File: config.mk
export PLATFORM = sky130hd
export DESIGN_NAME = ps2_host_tx_flat
export DESIGN_NICKNAME = d
export VERILOG_FILES = /design/src/rtl/ps2_host_tx_if.sv /design/src/rtl/ps2_host_tx.sv /design/src/flat_wrapper.sv
export SDC_FILE = /design/constraint.sdc
export NUM_CORES = 1
export LEC_CHECK = 0
export CORE_MARGIN = 2
export CORE_UTILIZATION = 50
export DETAILED_ROUTE_END_ITERATION = 7
export PLACE_DENSITY = 0.71
export SYNTH_ARGS = -nofsm -noshare
export SYNTH_HDL_FRONTEND = slang
export SYNTH_SLANG_ARGS = --single-unit
export TNS_END_PERCENT = 5
File: constraint.sdc
create_clock -name clk -period 2.45 [get_ports clk]
set_clock_uncertainty 0.2 [all_clocks]
set_input_delay 0.245 -clock clk [delete_from_list [all_inputs] [get_ports clk]]
set_output_delay 0.245 -clock clk [all_outputs]
set_load 0.05 [all_outputs]
File: src/rtl/ps2_host_tx_if.sv
// Command-byte request/response handshake between the game logic and the
// PS/2 host transmitter.
interface ps2_host_tx_if;
  logic [7:0] tx_data;
  logic       tx_start;
  logic       tx_busy;
  logic       tx_done;
  logic       tx_err;

  modport master (output tx_data, tx_start, input tx_busy, tx_done, tx_err);
  modport slave  (input tx_data, tx_start, output tx_busy, tx_done, tx_err);
endinterface

File: src/rtl/ps2_host_tx.sv
// Host-to-device PS/2 transmitter: inhibits the bus, issues a request-to-send,
// shifts one byte plus odd parity out on device clock edges, then checks ACK.
module ps2_host_tx #(
  parameter int INHIBIT_CYCLES = 10000,
  parameter int SETUP_CYCLES   = 16,
  parameter int TIMEOUT_CYCLES = 300000
) (
  input  logic          clk,
  input  logic          rst,
  ps2_host_tx_if.slave  tx,
  input  logic          key_clk_in,
  input  logic          key_data_in,
  output logic          key_clk_oe,
  output logic          key_data_oe
);
  localparam int CMAX = (INHIBIT_CYCLES > SETUP_CYCLES) ? INHIBIT_CYCLES : SETUP_CYCLES;
  localparam int CW   = $clog2(CMAX);
  localparam int TW   = $clog2(TIMEOUT_CYCLES);

  typedef enum logic [2:0] {IDLE, INHIBIT, SETUP, SEND, ACK, RECOVER, DONE} state_e;

  state_e          state_q, state_d;
  logic [CW-1:0]   cnt_q, cnt_d;
  logic [TW-1:0]   tout_q, tout_d;
  logic [3:0]      bit_q, bit_d;
  logic [7:0]      byte_q, byte_d;
  logic [1:0]      ksc_q, ksc_d, ksd_q, ksd_d;
  logic            kc_prev_q, kc_prev_d;
  logic            clk_oe_q, clk_oe_d, data_oe_q, data_oe_d;
  logic            busy_q, busy_d, done_q, done_d, err_q, err_d;
  logic            fe;

  assign fe = ~ksc_q[1] & kc_prev_q;

  always_comb begin
    state_d   = state_q;
    cnt_d     = cnt_q;
    tout_d    = tout_q;
    bit_d     = bit_q;
    byte_d    = byte_q;
    clk_oe_d  = clk_oe_q;
    data_oe_d = data_oe_q;
    busy_d    = busy_q;
    done_d    = done_q;
    err_d     = err_q;
    ksc_d     = {ksc_q[0], key_clk_in};
    ksd_d     = {ksd_q[0], key_data_in};
    kc_prev_d = ksc_q[1];
    case (state_q)
      IDLE: if (tx.tx_start) begin
        byte_d    = tx.tx_data;
        cnt_d     = '0;
        busy_d    = 1'b1;
        clk_oe_d  = 1'b1;
        data_oe_d = 1'b0;
        err_d     = 1'b0;
        state_d   = INHIBIT;
      end
      INHIBIT: begin
        cnt_d = cnt_q + 1'b1;
        if (cnt_q == CW'(INHIBIT_CYCLES - 1)) begin
          cnt_d     = '0;
          data_oe_d = 1'b1;
          state_d   = SETUP;
        end
      end
      SETUP: begin
        cnt_d = cnt_q + 1'b1;
        if (cnt_q == CW'(SETUP_CYCLES - 1)) begin
          clk_oe_d = 1'b0;
          tout_d   = '0;
          bit_d    = '0;
          state_d  = SEND;
        end
      end
      SEND, ACK, RECOVER: begin
        tout_d = tout_q + 1'b1;
        if (state_q == SEND && fe) begin
          // Line is open-collector: a 0 bit is driven, a 1 bit is released.
          if (bit_q < 4'd8)       data_oe_d = ~byte_q[bit_q[2:0]];
          else if (bit_q == 4'd8) data_oe_d = ^byte_q;
          else begin
            data_oe_d = 1'b0;
            state_d   = ACK;
          end
          if (bit_q != 4'hF) bit_d = bit_q + 1'b1;
        end
        if (state_q == ACK && fe) begin
          err_d   = ksd_q[1];
          state_d = RECOVER;
        end
        if (state_q == RECOVER && ksc_q[1] && ksd_q[1]) begin
          done_d  = 1'b1;
          state_d = DONE;
        end
        // Timeout wins over any bus event in the same cycle.
        if (tout_q == TW'(TIMEOUT_CYCLES - 1)) begin
          clk_oe_d  = 1'b0;
          data_oe_d = 1'b0;
          err_d     = 1'b1;
          done_d    = 1'b1;
          state_d   = DONE;
        end
      end
      DONE: begin
        done_d  = 1'b0;
        busy_d  = 1'b0;
        state_d = IDLE;
      end
      default: state_d = IDLE;
    endcase
  end

  always_ff @(posedge clk or negedge rst) begin
    if (!rst) begin
      state_q   <= IDLE;
      cnt_q     <= '1;
      tout_q    <= '1;
      bit_q     <= '1;
      byte_q    <= '1;
      ksc_q     <= '1;
      ksd_q     <= '1;
      kc_prev_q <= 1'b1;
      clk_oe_q  <= 1'b0;
      data_oe_q <= 1'b0;
      busy_q    <= 1'b0;
      done_q    <= 1'b0;
      err_q     <= 1'b0;
    end else begin
      state_q   <= state_d;
      cnt_q     <= cnt_d;
      tout_q    <= tout_d;
      bit_q     <= bit_d;
      byte_q    <= byte_d;
      ksc_q     <= ksc_d;
      ksd_q     <= ksd_d;
      kc_prev_q <= kc_prev_d;
      clk_oe_q  <= clk_oe_d;
      data_oe_q <= data_oe_d;
      busy_q    <= busy_d;
      done_q    <= done_d;
      err_q     <= err_d;
    end
  end

  assign key_clk_oe  = clk_oe_q;
  assign key_data_oe = data_oe_q;
  assign tx.tx_busy  = busy_q;
  assign tx.tx_done  = done_q;
  assign tx.tx_err   = err_q;
endmodule

File: src/flat_wrapper.sv
// flat-port wrapper written by rule: the top's interface ports become plain ports
module ps2_host_tx_flat 
#(
  parameter int INHIBIT_CYCLES = 10000,
  parameter int SETUP_CYCLES   = 16,
  parameter int TIMEOUT_CYCLES = 300000
)
  (clk, rst, key_clk_in, key_data_in, key_clk_oe, key_data_oe, tx_tx_data, tx_tx_start, tx_tx_busy, tx_tx_done, tx_tx_err);
  ps2_host_tx_if tx_i ();
  input  logic clk;
  input  logic rst;
  input  logic key_clk_in;
  input  logic key_data_in;
  output logic key_clk_oe;
  output logic key_data_oe;
  input wire logic [$bits(tx_i.tx_data)-1:0] tx_tx_data;
  input wire logic [$bits(tx_i.tx_start)-1:0] tx_tx_start;
  output wire logic [$bits(tx_i.tx_busy)-1:0] tx_tx_busy;
  output wire logic [$bits(tx_i.tx_done)-1:0] tx_tx_done;
  output wire logic [$bits(tx_i.tx_err)-1:0] tx_tx_err;
  assign tx_i.tx_data = tx_tx_data;
  assign tx_i.tx_start = tx_tx_start;
  assign tx_tx_busy = tx_i.tx_busy;
  assign tx_tx_done = tx_i.tx_done;
  assign tx_tx_err = tx_i.tx_err;
  ps2_host_tx #(.INHIBIT_CYCLES(INHIBIT_CYCLES), .SETUP_CYCLES(SETUP_CYCLES), .TIMEOUT_CYCLES(TIMEOUT_CYCLES)) u_core (.clk(clk), .rst(rst), .tx(tx_i), .key_clk_in(key_clk_in), .key_data_in(key_data_in), .key_clk_oe(key_clk_oe), .key_data_oe(key_data_oe));
endmodule
After elaboration in Yosys (flattened, before gate mapping)
Index checks and enable logic that the tools add are counted.
W data, S select, Z words.
{"block": "word_totals", "memories": 0, "latchBits": 0, "reg_bits": 58, "rom_bits": 0, "in_bits": 13, "ram_bits": 0}
{"block": "op_classes", "shift": 0, "n_bitwise": 3, "div_mod_pow": 0, "muxes": 39, "multipliers": 0, "magnitude_cmp": 2, "add_sub_neg": 3, "reduce_logical": 24, "eq_ne": 23}
{"cell": "$pmux W14 S3", "n": 1}
{"cell": "$pmux W19 S2", "n": 1}
{"cell": "$mux W14", "n": 2}
{"cell": "$mux W3", "n": 9}
{"cell": "$add A19 B1 Y19 const B", "n": 1}
{"cell": "$eq A19 B19 Y1 const B", "n": 1}
{"cell": "$mux W19", "n": 1}
{"cell": "$add A14 B1 Y14 const B", "n": 1}
{"cell": "$eq A14 B14 Y1 const B", "n": 1}
{"cell": "$eq A14 B4 Y1 const B", "n": 1}
{"cell": "$mux W1", "n": 14}
{"cell": "$mux W4", "n": 3}
{"cell": "$pmux W3 S4", "n": 1}
{"cell": "$reduce_and A4 Y1", "n": 3}
{"cell": "$ne A2 B1 Y1 const B", "n": 5}
{"cell": "$ne A5 B5 Y1 const B", "n": 2}
{"cell": "$reduce_and A2 Y1", "n": 5}
{"cell": "$eq A3 B3 Y1 const B", "n": 3}
{"cell": "$ne A3 B1 Y1 const B", "n": 3}
{"cell": "$reduce_bool A3 Y1", "n": 3}
{"cell": "$pmux W4 S2", "n": 1}
{"cell": "$reduce_bool A2 Y1", "n": 4}
{"cell": "$reduce_xor A8 Y1", "n": 1}
{"cell": "$eq A3 B2 Y1 const B", "n": 2}
{"cell": "other kinds (18)", "n": 25}

Depth between registers and ports, before layout
{"block": "logic_depth", "ltp_word": 8, "mapped_depth": 9}

Least setup slack after synthesis
Ideal clock, no wire load.
{"block": "synth_timing", "kind": "reg2reg", "startpoint": "reg u_core.tout_q[0]", "endpoint": "reg u_core.state_q[1]", "setup_slack_ps": 87, "synth_period_minus_slack_ps": 2363, "n_path_buf": 0, "setup_time_ps": 125, "path_stages_with_launch": 6, "required_time_ps": 2125, "t_arrival_ps": 2038, "path_cell_list": "dfstp_2 > ha_1 > nand4_1 > o21a_4 > a2111oi_4 > mux2_4"}
{"block": "synth_between", "elab_chain_len": 3, "word_cells_on_any_way": 7}
{"element": "start, declared", "line_no": "ps2_host_tx.sv:24", "rtl": "logic [TW-1:0] tout_q, tout_d;"}
{"element": "start signal, assigned", "line_no": "ps2_host_tx.sv:132", "rtl": "tout_q <= tout_d;"}
{"element": "$eq A19 B19 Y1 (*)", "line_no": "ps2_host_tx.sv:97", "rtl": "if (tout_q == TW'(TIMEOUT_CYCLES - 1)) begin"}
{"element": "$ne A5 B1 Y1 (no line), or another cell as far along"}
{"element": "$reduce_and A6 Y1 (no line) or $pmux W3 S4 (tied branches)"}
{"element": "end signal, assigned", "line_no": "ps2_host_tx.sv:130", "rtl": "state_q <= state_d;"}
{"element": "end, declared", "line_no": "ps2_host_tx.sv:22", "rtl": "state_e state_q, state_d;"}
Mark *: on every way between the ends. The rest lies on a longest branch, timed or not.
A chain may end at the register's enable or synchronous reset.

Final worst setup path
{"block": "layout_timing", "startpoint": "reg u_core.cnt_q[0]", "endpoint": "reg u_core.state_q[2]"}
{"block": "layout_between", "elab_chain_len": 3, "word_cells_on_any_way": 5}
{"element": "start, declared", "line_no": "ps2_host_tx.sv:23", "rtl": "logic [CW-1:0] cnt_q, cnt_d;"}
{"element": "start signal, assigned", "line_no": "ps2_host_tx.sv:131", "rtl": "cnt_q <= cnt_d;"}
{"element": "$eq A14 B14 Y1 or $eq A14 B4 Y1 (tied branches)", "line_no": "ps2_host_tx.sv:61, ps2_host_tx.sv:69"}
{"element": "$ne A2 B1 Y1 (no line)"}
{"element": "$reduce_and A6 Y1 (no line) (*)"}
Marks and branches as above.

==> flow_summary.toml <==
[timing]
setup_slack_ps = -30.0
report.final.hold_viol_count = 0
timing.hold.ws_ps = 98.5
setup_tns_ps = -84.0
final_min_period_over_clock_period_pct = 101
clock.fmax_mhz = 403
report.final.slew_viol_count = 0
relSlewSlack_pct = 60.5
timing.final.setup_violations = 3
timing.final.crit_period_ps = 2480
unrepaired_setup_endpoints_after_global_routing = "true"
max_slew.worst_pin.slew_ps = 592

[clock_network]
clkTransAtPathRegs_ps = 70
numCtsBuffers = 9
cts-root-buf = "clkbuf_8"
worstSkewPairLatency_ps = 350
clock_tree.buffer_depth = 2
htreeDepth = 3
clock_sinks = 58
cts_tree = "built"

[die]
floorplan.initialDensity_pct = 50.9
die_h_um = 86.5
die-area_um2 = 7470
fp.coreArea_um2 = 6680
die_w_um = 86.5
ios = 18
floorplan.rows = 30

[logic_synthesis]
syn_inst = 341
syn_nets = 361
post_synth_instance_area_um2 = 3400
count_of_flip_flops_with_a_built_in_enable_after_synthesis = 0
yosysMostFrequentCell = "dfstp_2"
yosys_most_used_dff = "dfstp_2"
yosys.area.top_type_share_pct = 38.6
ys_top_cells_by_count = "50 x dfstp_2, 30 x nor2_1, 23 x o21ai_0"
average_cell_area_after_synthesis_um2 = 9.97
yosys.area.top_type = "dfstp_2"
number_of_synthesized_register_bits = 58
yosys-top-cells-area = "dfstp_2 39%, dfrtp_1 5.9%, o21ai_0 3.4%"
ys_warn_count = 0
async_flop_share_pct = 100
synth_cell_types = 59
synth-seq-area-share_pct = 44.5

[worst_setup_path]
critPathCaptureType = "register"
critical-path-top-delay-family = "flip-flops"
timing.critical_path.fanout_max = 5
setup.worst_path.class = "register to register"
cp.arrival_ps = 2550
cpMaxStageDelayCell = "dfstp_2"
ff2ff_setup_slack_ps = -30
crit_chain = "ha_4, nand4b_1, nand4b_1, buf_4, and2_4, a2111oi_4, buf_4, mux2i_1"
timing.critical_path.from_type = "register"
critPathBufInv = 2
timing.critical_path.required_ps = 2520
slowest_delay_ps = 580

[global_route]
pin_count_of_the_biggest_net_entering_global_routing = 35
grt_antenna_before_repair = 0
total_track_usage_pct = 21.6
via_count_of_the_first_global_routing_pass = 2638
grt-ovfl-total = 0
first_pass_grt_wire_length_mm = 12.6

[pwr]
clkPwrFrac_pct = 21.4
power.internal_mw = 2.63
design_power_total_mw = 4.23
comb_power_share_pct = 46.6
power-per-cell-area_nw_per_um2 = 1030
peak_supply_drop_uv = 732
p_sw_share_pct = 37.9
sw_pwr_mw = 1.60
power.sequential.fraction_pct = 32.0
power_leakage_nw = 1.53

[drt]
routed_via_density = 5.92
remaining_drc_errors = 0
drt_pre_antenna_iters = 4
detail_route.iter0.violations = 130
wl_per_cell_um = 16.1
drtAntennaViolNets = 0
vias = 2770
detail_route.wirelength_mm = 7.53

[hold_path]
hold_path.class = "input pin to register"

[placement]
routabilityCongestion = 0.853
place_hpwl_mm = 5.08
placedCellCount = 447
portBuffers = 17

[finish]
nFillCells = 551
finalNonFillerCells = 468
final_antenna_diode_count = 0
drive_gt1_share_pct = 34.5
postLayoutCoreUtil_pct = 61.5
syn_to_final_growth_pct = 20.8
layout.nets = 403

[outcome]
failed_checks = "setup timing"
run_status = "complete, but fails checks"

[flow_run]
max_cap_viol_count = 0
==> registers in the layout, summed over array words and instances, names as in the netlist <==
| name | flops |
|---|---|
| u_core.tx.tx_busy | 1 |
| u_core.tx.tx_err | 1 |
| u_core.bit_q | 4 |
| u_core.tout_q | 19 |
| u_core.ksd_q | 2 |
| u_core.tx.tx_done | 1 |
| u_core.key_clk_oe | 1 |
| u_core.state_q | 3 |
| u_core.cnt_q | 14 |
| u_core.byte_q | 8 |
| u_core.key_data_oe | 1 |
| u_core.ksc_q | 2 |
| u_core.kc_prev_q | 1 |
==> through the flow <==
stage | cell area (um2) | setup slack [ps]
6_report | 4110 | -30.0
5_1_grt | 4110 | -110
4_1_cts | 4000 | 9.99
3_5_place_dp | 3780 | -15.4
3_3_place_gp | 3780 | 90.5
2_1_floorplan | 3400 | 86.9
==> cell type report <==
type	count	area [um2]	area share (%)
clock buffer	11	151	3.69
clock inverter	5	52.6	1.28
inverter	13	48.8	1.19
multi-input combinational	257	1860	45.2
sequential	58	1510	36.9
tap	80	100	2.44
timing repair buffer	44	383	9.32
==> timing repair <==
action | in CTS | in global routing
setup endpoints to repair | 8 | 18
hold buffers | 1 | 0
hold endpoints to repair | 1 | 0
pin swaps | 0 | 11
gates resized for setup | 2 | 18
cloned | 0 | 1
buffers inserted | 0 | 3
==> metal layers <==
| layer | vias to the layer above | part of all wire, % | global-route usage [%] |
|---|---|---|---|
| met3 | 12 | 3.8 | 6.10 |
| met1 | 1373 | 45 | 28.7 |
| met5 | - | 0 | 0 |
| met4 | 0 | 1.5 | 8.66 |
| li1 | 1338 | - | - |
| met2 | 47 | 49 | 33.7 |
==> path summary, 6_finish.rpt <==
kind | from | end | cells past startpoint
max | u_core.cnt_q[0]$_DFFE_PN1P_ | u_core.state_q[2]$_DFFE_PN0P_ | 8
min | key_clk_in | u_core.ksc_q[0]$_DFF_PN1_ | 1
max reg2reg | u_core.cnt_q[0]$_DFFE_PN1P_ | u_core.state_q[2]$_DFFE_PN0P_ | 8
min reg2reg | u_core.ksc_q[0]$_DFF_PN1_ | u_core.ksc_q[1]$_DFF_PN1_ | 0
max in group asynchronous | rst | u_core.cnt_q[7]$_DFFE_PN1P_ | 3
min in group asynchronous | rst | u_core.tx.tx_done$_DFFE_PN0P_ | 2
==> power groups by stage <==
stage / Clock [mW] / Combinational, mW / Sequential (mW)
after floorplan: 0 / 1.29 / 1.42
after global routing: 0.978 / 2.16 / 1.38
after CTS: 0.939 / 1.92 / 1.35
final: 0.908 / 1.97 / 1.35
after detailed placement: 0 / 1.90 / 1.36
after global placement: 0 / 1.87 / 1.35
==> placed cells by master, fill, tap and decap left out, types with 3 or more instances in the layout <==
| master | count |
|---|---|
| nor2_1 | 30 |
| a21oi_2 | 4 |
| buf_4 | 25 |
| xor2_1 | 9 |
| clkinv_2 | 3 |
| xnor2_1 | 11 |
| nand4b_1 | 3 |
| ha_1 | 6 |
| nand4_1 | 13 |
| a21oi_1 | 13 |
| nand2b_1 | 5 |
| o21ai_0 | 22 |
| clkbuf_8 | 11 |
| nand3_1 | 12 |
| mux2i_1 | 5 |
| and4_1 | 4 |
| or4_1 | 3 |
| mux2_2 | 9 |
| dfrtp_1 | 8 |
| nand2_1 | 20 |
| nor3_1 | 11 |
| or4_4 | 3 |
| dfstp_2 | 50 |
| o31ai_2 | 4 |
| o21ai_1 | 4 |
| inv_1 | 13 |
| and3_1 | 5 |
| and2_1 | 5 |
| o31ai_1 | 9 |
| clkdlybuf4s50_1 | 16 |
==> logic make-up after synthesis <==
family          synth area share, %
flops                          44.5
fa+ha+maj                      2.58
mux                            6.22
xor+xnor                       5.15
buf+inv                        3.46
compound gates                 15.5
simple gates                   22.5
No activity file was read; power rests on OpenSTA's default activity.
